--- config.mk ---
export PLATFORM = sky130hd
export DESIGN_NAME = mem_rd_arb
export DESIGN_NICKNAME = d
export VERILOG_FILES = /design/src/rtl/mem_rd_arb.sv
export SDC_FILE = /design/constraint.sdc
export NUM_CORES = 1
export LEC_CHECK = 0
export BUFFER_PORTS_ARGS = -buffer_cell sky130_fd_sc_hd__buf_4
export CAP_MARGIN = 20
export CORE_AREA = 2 2 160 162
export CTS_BUF_LIST = sky130_fd_sc_hd__clkbuf_2 sky130_fd_sc_hd__clkbuf_4 sky130_fd_sc_hd__clkbuf_8
export DETAILED_ROUTE_END_ITERATION = 8
export DIE_AREA = 0 0 162 164
export GPL_ROUTABILITY_DRIVEN = 1
export GPL_TIMING_DRIVEN = 0
export SKIP_LAST_GASP = 1
export SYNTH_ARGS = -nofsm -noshare
export SYNTH_HDL_FRONTEND = slang
export SYNTH_SLANG_ARGS = --single-unit
--- constraint.sdc ---
create_clock -name clock -period 2.87 [get_ports clock]
set_clock_uncertainty 0.2 [all_clocks]
set_input_delay 0.287 -clock clock [delete_from_list [all_inputs] [get_ports clock]]
set_output_delay 0.287 -clock clock [all_outputs]
set_load 0.03 [all_outputs]
--- src/rtl/mem_rd_arb.sv ---
// mem_rd_arb: read-request arbiter in front of the DRAM I/O controller.
//
// Several clients share the controller's single read port. Requests are
// issued one at a time. The ID of each granted client goes into an in-order
// tag FIFO, and each returning response is routed to the client at the FIFO
// head.
//
// Ports:
//   clock, reset_n      clock and asynchronous active-low reset
//   cli_rd_req          per-client read request (held until granted)
//   cli_rd_addr         packed client addresses, client i at [ADDR_W*i +: ADDR_W]
//   cli_rd_gnt          one-hot, one-cycle grant pulse back to the client
//   cli_rd_valid        one-hot, one-cycle response pulse to the issuing client
//   cli_rd_data         response data broadcast to all clients (held between responses)
//   mem_rd_req/addr     request to the controller, held until mem_rd_gnt
//   mem_rd_gnt          controller accept pulse
//   mem_rd_valid/data   controller response
//   rsp_err             sticky flag: a response arrived with no outstanding tag
//
// Build option:
//   MEM_RD_ARB_FIXED_PRIO_EN  when defined, the lowest client index always wins
//                             and there is no round-robin pointer. When undefined
//                             (the default), arbitration is round-robin.
module mem_rd_arb #(
  parameter int NUM_CLIENTS     = 4,
  parameter int ADDR_W          = 28,
  parameter int DATA_W          = 128,
  parameter int MAX_OUTSTANDING = 4
) (
  input  logic                          clock,
  input  logic                          reset_n,
  input  logic [NUM_CLIENTS-1:0]        cli_rd_req,
  input  logic [NUM_CLIENTS*ADDR_W-1:0] cli_rd_addr,
  output logic [NUM_CLIENTS-1:0]        cli_rd_gnt,
  output logic [NUM_CLIENTS-1:0]        cli_rd_valid,
  output logic [DATA_W-1:0]             cli_rd_data,
  output logic                          mem_rd_req,
  output logic [ADDR_W-1:0]             mem_rd_addr,
  input  logic                          mem_rd_gnt,
  input  logic                          mem_rd_valid,
  input  logic [DATA_W-1:0]             mem_rd_data,
  output logic                          rsp_err
);

  localparam int ID_W  = $clog2(NUM_CLIENTS);
  localparam int PTR_W = $clog2(MAX_OUTSTANDING);
  localparam int CNT_W = PTR_W + 1;

  typedef enum logic {IDLE, ISSUE} state_e;

  state_e                  state_q, state_d;
  logic [ID_W-1:0]         id_q, id_d;
  logic                    mem_rd_req_q, mem_rd_req_d;
  logic [ADDR_W-1:0]       mem_rd_addr_q, mem_rd_addr_d;
  logic [NUM_CLIENTS-1:0]  cli_rd_gnt_q, cli_rd_gnt_d;
  logic [NUM_CLIENTS-1:0]  cli_rd_valid_q, cli_rd_valid_d;
  logic [DATA_W-1:0]       cli_rd_data_q, cli_rd_data_d;
  logic                    rsp_err_q, rsp_err_d;
  logic [PTR_W-1:0]        wr_ptr_q, wr_ptr_d;
  logic [PTR_W-1:0]        rd_ptr_q, rd_ptr_d;
  logic [CNT_W-1:0]        count_q, count_d;
  logic [ID_W-1:0]         tag_mem_q [MAX_OUTSTANDING];
`ifndef MEM_RD_ARB_FIXED_PRIO_EN
  logic [ID_W-1:0]         rr_ptr_q, rr_ptr_d;
`endif

  logic [ADDR_W-1:0]       addr_arr [NUM_CLIENTS];
  logic [NUM_CLIENTS-1:0]  req_m;
  logic [ID_W:0]           pick_res;
  logic                    push, pop, fifo_full;

  for (genvar i = 0; i < NUM_CLIENTS; i++) begin : g_addr
    assign addr_arr[i] = cli_rd_addr[ADDR_W*i +: ADDR_W];
  end

  // Returns {found, id}: the first requesting client at or after start, with wrap.
  // The search runs downward so the closest match to start is the last one assigned.
  function automatic logic [ID_W:0] pick(input logic [NUM_CLIENTS-1:0] req,
                                         input logic [ID_W-1:0]        start);
    logic [ID_W:0]   res;
    logic [ID_W-1:0] idx;
    res = '0;
    for (int k = NUM_CLIENTS - 1; k >= 0; k--) begin
      idx = ID_W'((int'(start) + k) % NUM_CLIENTS);
      if (req[idx]) res = {1'b1, idx};
    end
    return res;
  endfunction

  always_comb begin
    state_d       = state_q;
    id_d          = id_q;
    mem_rd_req_d  = mem_rd_req_q;
    mem_rd_addr_d = mem_rd_addr_q;
    cli_rd_gnt_d  = '0;
    push          = 1'b0;
`ifndef MEM_RD_ARB_FIXED_PRIO_EN
    rr_ptr_d      = rr_ptr_q;
`endif

    // A client whose grant is showing this cycle is still holding its request;
    // masking it keeps the same request from being issued a second time.
    req_m     = cli_rd_req & ~cli_rd_gnt_q;
    fifo_full = (count_q == CNT_W'(MAX_OUTSTANDING));
`ifdef MEM_RD_ARB_FIXED_PRIO_EN
    pick_res  = pick(req_m, '0);
`else
    pick_res  = pick(req_m, rr_ptr_q);
`endif

    case (state_q)
      IDLE: begin
        if (pick_res[ID_W] && !fifo_full) begin
          id_d          = pick_res[ID_W-1:0];
          mem_rd_addr_d = addr_arr[pick_res[ID_W-1:0]];
          mem_rd_req_d  = 1'b1;
          state_d       = ISSUE;
        end
      end
      ISSUE: begin
        if (mem_rd_gnt) begin
          mem_rd_req_d = 1'b0;
          cli_rd_gnt_d = NUM_CLIENTS'(1) << id_q;
          push         = 1'b1;
`ifndef MEM_RD_ARB_FIXED_PRIO_EN
          rr_ptr_d     = (id_q == ID_W'(NUM_CLIENTS - 1)) ? '0 : id_q + ID_W'(1);
`endif
          state_d      = IDLE;
        end
      end
      default: state_d = IDLE;
    endcase

    // Response routing: the FIFO head is the oldest outstanding request.
    pop            = mem_rd_valid && (count_q != '0);
    cli_rd_valid_d = pop ? (NUM_CLIENTS'(1) << tag_mem_q[rd_ptr_q]) : '0;
    cli_rd_data_d  = pop ? mem_rd_data : cli_rd_data_q;
    rsp_err_d      = rsp_err_q | (mem_rd_valid && (count_q == '0));

    wr_ptr_d = push ? wr_ptr_q + PTR_W'(1) : wr_ptr_q;
    rd_ptr_d = pop  ? rd_ptr_q + PTR_W'(1) : rd_ptr_q;
    count_d  = count_q + CNT_W'(push) - CNT_W'(pop);
  end

  always_ff @(posedge clock or negedge reset_n) begin
    if (!reset_n) begin
      state_q        <= IDLE;
      id_q           <= '0;
      mem_rd_req_q   <= 1'b0;
      mem_rd_addr_q  <= '0;
      cli_rd_gnt_q   <= '0;
      cli_rd_valid_q <= '0;
      cli_rd_data_q  <= '0;
      rsp_err_q      <= 1'b0;
      wr_ptr_q       <= '0;
      rd_ptr_q       <= '0;
      count_q        <= '0;
`ifndef MEM_RD_ARB_FIXED_PRIO_EN
      rr_ptr_q       <= '0;
`endif
    end else begin
      state_q        <= state_d;
      id_q           <= id_d;
      mem_rd_req_q   <= mem_rd_req_d;
      mem_rd_addr_q  <= mem_rd_addr_d;
      cli_rd_gnt_q   <= cli_rd_gnt_d;
      cli_rd_valid_q <= cli_rd_valid_d;
      cli_rd_data_q  <= cli_rd_data_d;
      rsp_err_q      <= rsp_err_d;
      wr_ptr_q       <= wr_ptr_d;
      rd_ptr_q       <= rd_ptr_d;
      count_q        <= count_d;
`ifndef MEM_RD_ARB_FIXED_PRIO_EN
      rr_ptr_q       <= rr_ptr_d;
`endif
    end
  end

  // Tag storage needs no reset; only entries between the pointers are ever read.
  always_ff @(posedge clock) begin
    if (push) tag_mem_q[wr_ptr_q] <= id_q;
  end

  assign cli_rd_gnt   = cli_rd_gnt_q;
  assign cli_rd_valid = cli_rd_valid_q;
  assign cli_rd_data  = cli_rd_data_q;
  assign mem_rd_req   = mem_rd_req_q;
  assign mem_rd_addr  = mem_rd_addr_q;
  assign rsp_err      = rsp_err_q;

endmodule

Word-level counts from Yosys, hierarchy flattened
Memory sizes are Yosys's and may differ from the RTL's.
Index checks and enable logic that the tools add are counted.

storage, ports and cells
  memory bits (writable) = 8
  ROM bits = 0
  word-level logic and storage cells = 75
  register bits after elaboration = 178
  latch bits = 0
  memories kept = 1

memory list
  name       words  width  rd ports  clocked after memory_dff  wr ports  RTL line  RTL
  tag_mem_q  4      2      1         0                         1         62        logic [ID_W-1:0] tag_mem_q [MAX_OUTSTANDING];

cells by class
  mux-type cells = 29
  shift operators = 2
  div/mod/pow operators = 0
  bitwise logic cells = 5
  multiply operators = 0
  $add $sub $neg = 8
  reductions and logical operators = 9
  equal/unequal tests = 4
  order comparisons = 5

operators with widths
  operator                                             count
  binary-select mux 28 bit (select 2 bit)              1
  2-to-1 mux 28 bit                                    2
  < comparator 2 x 3 -> 1 bit (second input constant)  4
  2-to-1 mux 1 bit                                     12
  2-to-1 mux 3 bit                                     4
  2-to-1 mux 4 bit                                     3
  adder 2 x 1 -> 2 bit (second input constant)         4
  binary-select mux 1 bit (select 2 bit)               4
  left shift 1 x 2 -> 4 bit (first input constant)     2
  AND reduction 2 bit                                  3
  adder 2 bit (second input constant)                  2
  bitwise AND 4 bit                                    1
  inequality test 2 bit (second input constant)        2
  NOT 4 bit                                            1
  one-hot mux 1 bit (2 select lines)                   2
  adder 3 x 1 -> 3 bit                                 1
  == test 3 bit (second input constant)                1
  >= comparator 3 bit (second input constant)          1
  logical AND 1 bit                                    3
  logical NOT 3 bit                                    1
  NOT 2 -> 3 bit                                       1
  nonzero test 3 bit                                   1
  subtractor 3 x 1 -> 3 bit                            1
  == test 2 bit (second input constant)                1
  4 further kinds                                      4

Longest topological paths before layout
  depth in word-level cells = 12
  depth in mapped cells = 11

Worst setup path after synthesis
No wires, ideal clock.

  path kind = register to register
  from = register count_q[1]
  to = register count_q[2]
  path buffers = 2
  path slack = 0.300 ns
  cell stages (with the launch flop) = 12
  arrival = 2.248 ns
  data required time = 2.547 ns
  setup time = 0.123 ns
  cell sequence = dfrtp_1 -> nor3_1 -> nand2b_1 -> buf_2 -> clkinv_1 -> clkbuf_1 -> ha_1 -> inv_1 -> ha_1 -> fa_1 -> xnor2_1 -> xnor2_1

on the way
  cells in the longest elaborated chain, start to end = 3

ends and longest elaborated chain
  what                       RTL line  RTL
  start: declaration         61        logic [CNT_W-1:0] count_q, count_d;
  start signal: assignment   172       count_q <= count_d;
  nonzero test 3 bit         135       pop = mem_rd_valid && (count_q != '0);
  logical AND 1 bit          135
  net pop                    70        logic push, pop, fifo_full;
  subtractor 3 x 1 -> 3 bit  142       count_d = count_q + CNT_W'(push) - CNT_W'(pop);
  net count_d[2]             61

The timed path passes the listed nets, and every way through them passes these cells.
A chain may end at the register's enable or synchronous reset.

Worst setup path after layout
  from = register cli_rd_gnt_q[0] (netlist: cli_rd_gnt[0])
  to = register mem_rd_addr_q[12] (netlist: mem_rd_addr[12])

on the way
  cells in the longest elaborated chain, start to end = 12

ends and longest elaborated chain
  what                                                  RTL line  RTL
  start: declaration                                    55        logic [NUM_CLIENTS-1:0] cli_rd_gnt_q, cli_rd_gnt_d;
  start signal: assignment                              166       cli_rd_gnt_q <= cli_rd_gnt_d;
  NOT 4 bit (*)                                         103       req_m = cli_rd_req & ~cli_rd_gnt_q;
  bitwise AND 4 bit (*)                                 103
  binary-select mux 1 bit (select 2 bit)                85        if (req[idx]) res = {1'b1, idx};
  2-to-1 mux 1 bit (not written as such)                85
  2-to-1 mux 3 bit (3 in a row)                         85
  2-to-1 mux 3 bit (*)                                  85
  NOT 2 -> 3 bit (not written as such)                  115       mem_rd_addr_d = addr_arr[pick_res[ID_W-1:0]];
  binary-select mux 28 bit (select 2 bit)               115
  2-to-1 mux 28 bit (not written as such) (2 in a row)  115
  end signal: assignment                                165       mem_rd_addr_q <= mem_rd_addr_d;
  end: declaration                                      54        logic [ADDR_W-1:0] mem_rd_addr_q, mem_rd_addr_d;

Every way passes the cells marked *; elsewhere a longest branch is shown, timed or not. The select of a mux whose other input is x is not followed.

==> impl_results.md <==
* CP max FO at 10
* WL/cell at 16.2 µm
* Crit path launch: cli_rd_gnt[0]
* Worst setup path category: reg2reg
* Startpoint type of the worst setup path: flip-flop
* Synthesized Nets at 1064
* RSZ-0062 raised after global routing: yes
* Cell Area, Synth at 8060 µm²
* Pint at 7240 µW
* Vias in the first global route at 8379
* Period utilization at 0.944
* CTS root buf: clkbuf_8
* Core ar. at 24800 µm²
* Pwr Density at 918 nW/µm²
* Synth Instances at 805
* Die area at 26600 µm²
* Via count at 8108
* CTS tree: done
* Reg power frac at 0.321
* Switch Pwr at 5800 µW
* I/O pins at 414
* Logic gate share of total power at 0.548
* Total Routing Usage GR at 0.216
* DRC viols at 0
* Worst-path clk slew at 0.12 ns
* CP endpoint kind: flip-flop
* Post-route ant nets at 0
* Synth unique cells at 41
* Share of cells above drive strength 1 at 0.342
* Clock sink total at 186
* Utilization after layout at 0.572
* H-tree depth at 4
* Die H at 164 µm
* Die Wd at 162 µm
* CTS Buffer Depth at 2
* Hold Vio Cnt, Final at 0
* Synth area leaders: dfrtp_1 55%, nand2_1 18%, mux2i_1 7.1%
* Max IR drop VDD at 570 µV
* First-pass GRT wire length at 44600 µm
* Std cell rows at 58
* CP max-delay cell: dlygate4sd3_1
* Tmin final at 2.71 ns
* Syn_area_per_cell at 10.0 µm²
* Least-Margin Pin Slew at 0.836 ns
* WP data arrival at 2.87 ns
* Post-synthesis register bit count at 186
* Clock share of power at 0.132
* Total Nets Final at 1714
* Worst path cell trace: and2b_2 > a311oi_2 > o221ai_2 > bufbuf_8 > mux2i_1 > dlygate4sd3_1 > a221oi_2
* Critical R2R Launch: cli_rd_gnt[0]
* Min-delay worst type: in2reg
* Final Max Slew Viols at 0
* Synth-to-layout area growth at 76.2%
* Crit path required time at 3.03 ns
* Sw Ratio at 0.445
* Crit-path max cell delay at 0.58 ns
* Clk_lat worst skew at 0.46 ns
* P_leak at 0.00747 µW
* Largest delay share family, worst path: buffers and inverters
* Max Cap Viol at 0
* Final setup viols at 0
* Via-per-instance ratio at 4.51
* Cell taking the most area after synthesis: dfrtp_1
* WL final at 29200 µm
* Synth top area share at 0.553
* Status: completed
* CTS buffer count at 17
* DRT iter0 DRCs at 335
* Initial antenna violation count at 1
* DRT Pass-1 Iters at 4
* Min-delay src: cli_rd_addr[109]
* Rel. slew slack at 0.443
* Fmax at 0.369 GHz
* Post-route setup TNS at 0 ns
* GPL Wtd Cong at 0.852
* # port buffers at 412
* Post-synthesis sequential area ratio at 0.582
* Total gr overflow at 0
* Largest net degree at the start of global routing at 92
* Hpwl dp at 20500 µm
* Initial Util at 0.325
* Synthesis Warnings at 0
* CP Buf/Inv Count at 2
tightest hold or removal path, delay by kind of cell:
kind | cells | cell delay, ns
multiplexers | 1 | 0.19
buffers and inverters | 1 | 0.10
AO/OA/AOI/OAI | 1 | 0.09
cells by family (layout without fill, tap and decap cells):
| family | after synthesis | after routing | share of synthesized area |
|---|---|---|---|
| buf+inv | 57 | 719 | 0.0383 |
| other cells | 0 | 1 | 0 |
| compound gates | 44 | 44 | 0.0621 |
| fa+ha+maj | 11 | 11 | 0.0180 |
| mux | 61 | 61 | 0.0792 |
| flops | 186 | 186 | 0.582 |
| xor+xnor | 5 | 5 | 0.00543 |
| simple gates | 441 | 441 | 0.215 |
cell usage in the layout (no fill, tap or decap), types with 18 or more instances in the layout:
cell / instances
clkbuf_1: 27
dlygate4sd3_1: 212
nor2_1: 31
buf_4: 417
clkbuf_8: 18
mux2i_1: 57
a221oi_2: 20
dfrtp_1: 177
nand2_1: 390
Yosys cell counts:
cell type	number
nand2b_4	1
a21oi_1	2
buf_2	4
nand2b_2	1
xnor2_1	5
inv_1	10
mux2_2	2
ha_1	10
dlygate4sd1_1	1
and2b_1	1
nand2b_1	2
nor3_1	3
and3_1	8
o31ai_1	1
a221oi_1	8
o211a_1	1
a211oi_2	1
dfrtp_1	178
mux4_2	2
mux2i_1	57
bufbuf_8	2
a21o_1	4
nand2_1	390
a31oi_1	2
fa_1	1
a221oi_2	20
clkbuf_2	1
a311oi_1	2
and2b_2	1
edfxtp_1	8
buf_12	1
a22oi_1	1
clkbuf_1	28
o21bai_1	1
o221ai_2	1
buf_6	5
nor2_1	31
nor3b_2	2
clkinv_1	1
buf_1	4
nor2b_2	1
stage by stage:
| step | total power, µW | hold slack (ns) | cells | setup WS [ns] | area (µm²) |
|---|---|---|---|---|---|
| after detailed placement | 10800 | 0.151 | 1548 | -0.188 | 11600 |
| after global routing | 13800 | 0.00507 | 1798 | 0.0000837 | 14200 |
| after CTS | 13000 | 0.0000894 | 1789 | 0.00456 | 14100 |
| after floorplan | 8230 | -0.209 | 805 | 0.300 | 8060 |
| final | 13000 | 0.0385 | 1798 | 0.162 | 14200 |
| after global placement | 10700 | 0.243 | 1547 | -0.129 | 11600 |
sequential cells by signal, indices dropped and copies added (netlist names):
| register | cells |
|---|---|
| id_q | 2 |
| rd_ptr_q | 2 |
| count_q | 3 |
| tag_mem_q | 8 |
| mem_rd_req | 1 |
| cli_rd_gnt | 4 |
| rr_ptr_q | 2 |
| rsp_err | 1 |
| mem_rd_addr | 28 |
| wr_ptr_q | 2 |
| cli_rd_data | 128 |
| state_q | 1 |
| cli_rd_valid | 4 |
worst paths after layout:
check,to,depth (start not counted),slack [ns]
min in group asynchronous,mem_rd_addr[24],2,0.18
max in group asynchronous,cli_rd_data[51],3,1.38
max reg2reg,mem_rd_addr[12],7,0.16
min reg2reg,rsp_err,1,0.27
max,mem_rd_addr[12],7,0.16
min,mem_rd_addr[25],3,0.04
cell type report:
| class | count | area, µm² |
|---|---|---|
| buffer | 46 | 274 |
| antenna | 1 | 2.50 |
| tap | 330 | 413 |
| multi-input combinational | 562 | 3080 |
| clock inverter | 13 | 128 |
| sequential | 186 | 4700 |
| inverter | 11 | 45.0 |
| timing repair buffer | 631 | 5320 |
| clock buffer | 18 | 248 |
| fill | 2146 | 10600 |
power groups by stage:
stage	Combinational, µW	Sequential (µW)	Clock [µW]
final	7140	4180	1720
after global routing	7630	4300	1880
after CTS	7040	4180	1780
after detailed placement	6600	4220	0
after global placement	6540	4190	0
after floorplan	2470	5760	0
metal layers:
| layer | track usage | vias up | part of all wire |
|---|---|---|---|
| li1 | - | 3902 | - |
| met1 | 0.248 | 3777 | 0.39 |
| met2 | 0.378 | 362 | 0.50 |
| met3 | 0.0563 | 67 | 0.069 |
| met4 | 0.0986 | 0 | 0.041 |
| met5 | 0 | - | 0 |
what timing repair did:
action,4_1_cts,5_1_grt
setup endpoints to repair,1,11
hold buffers,210,2
gates resized for setup,3,7
pin swaps,0,2
endpoints found under the hold margin,248,2
buffers inserted,0,6
Power figures use the tool's default switching activity.
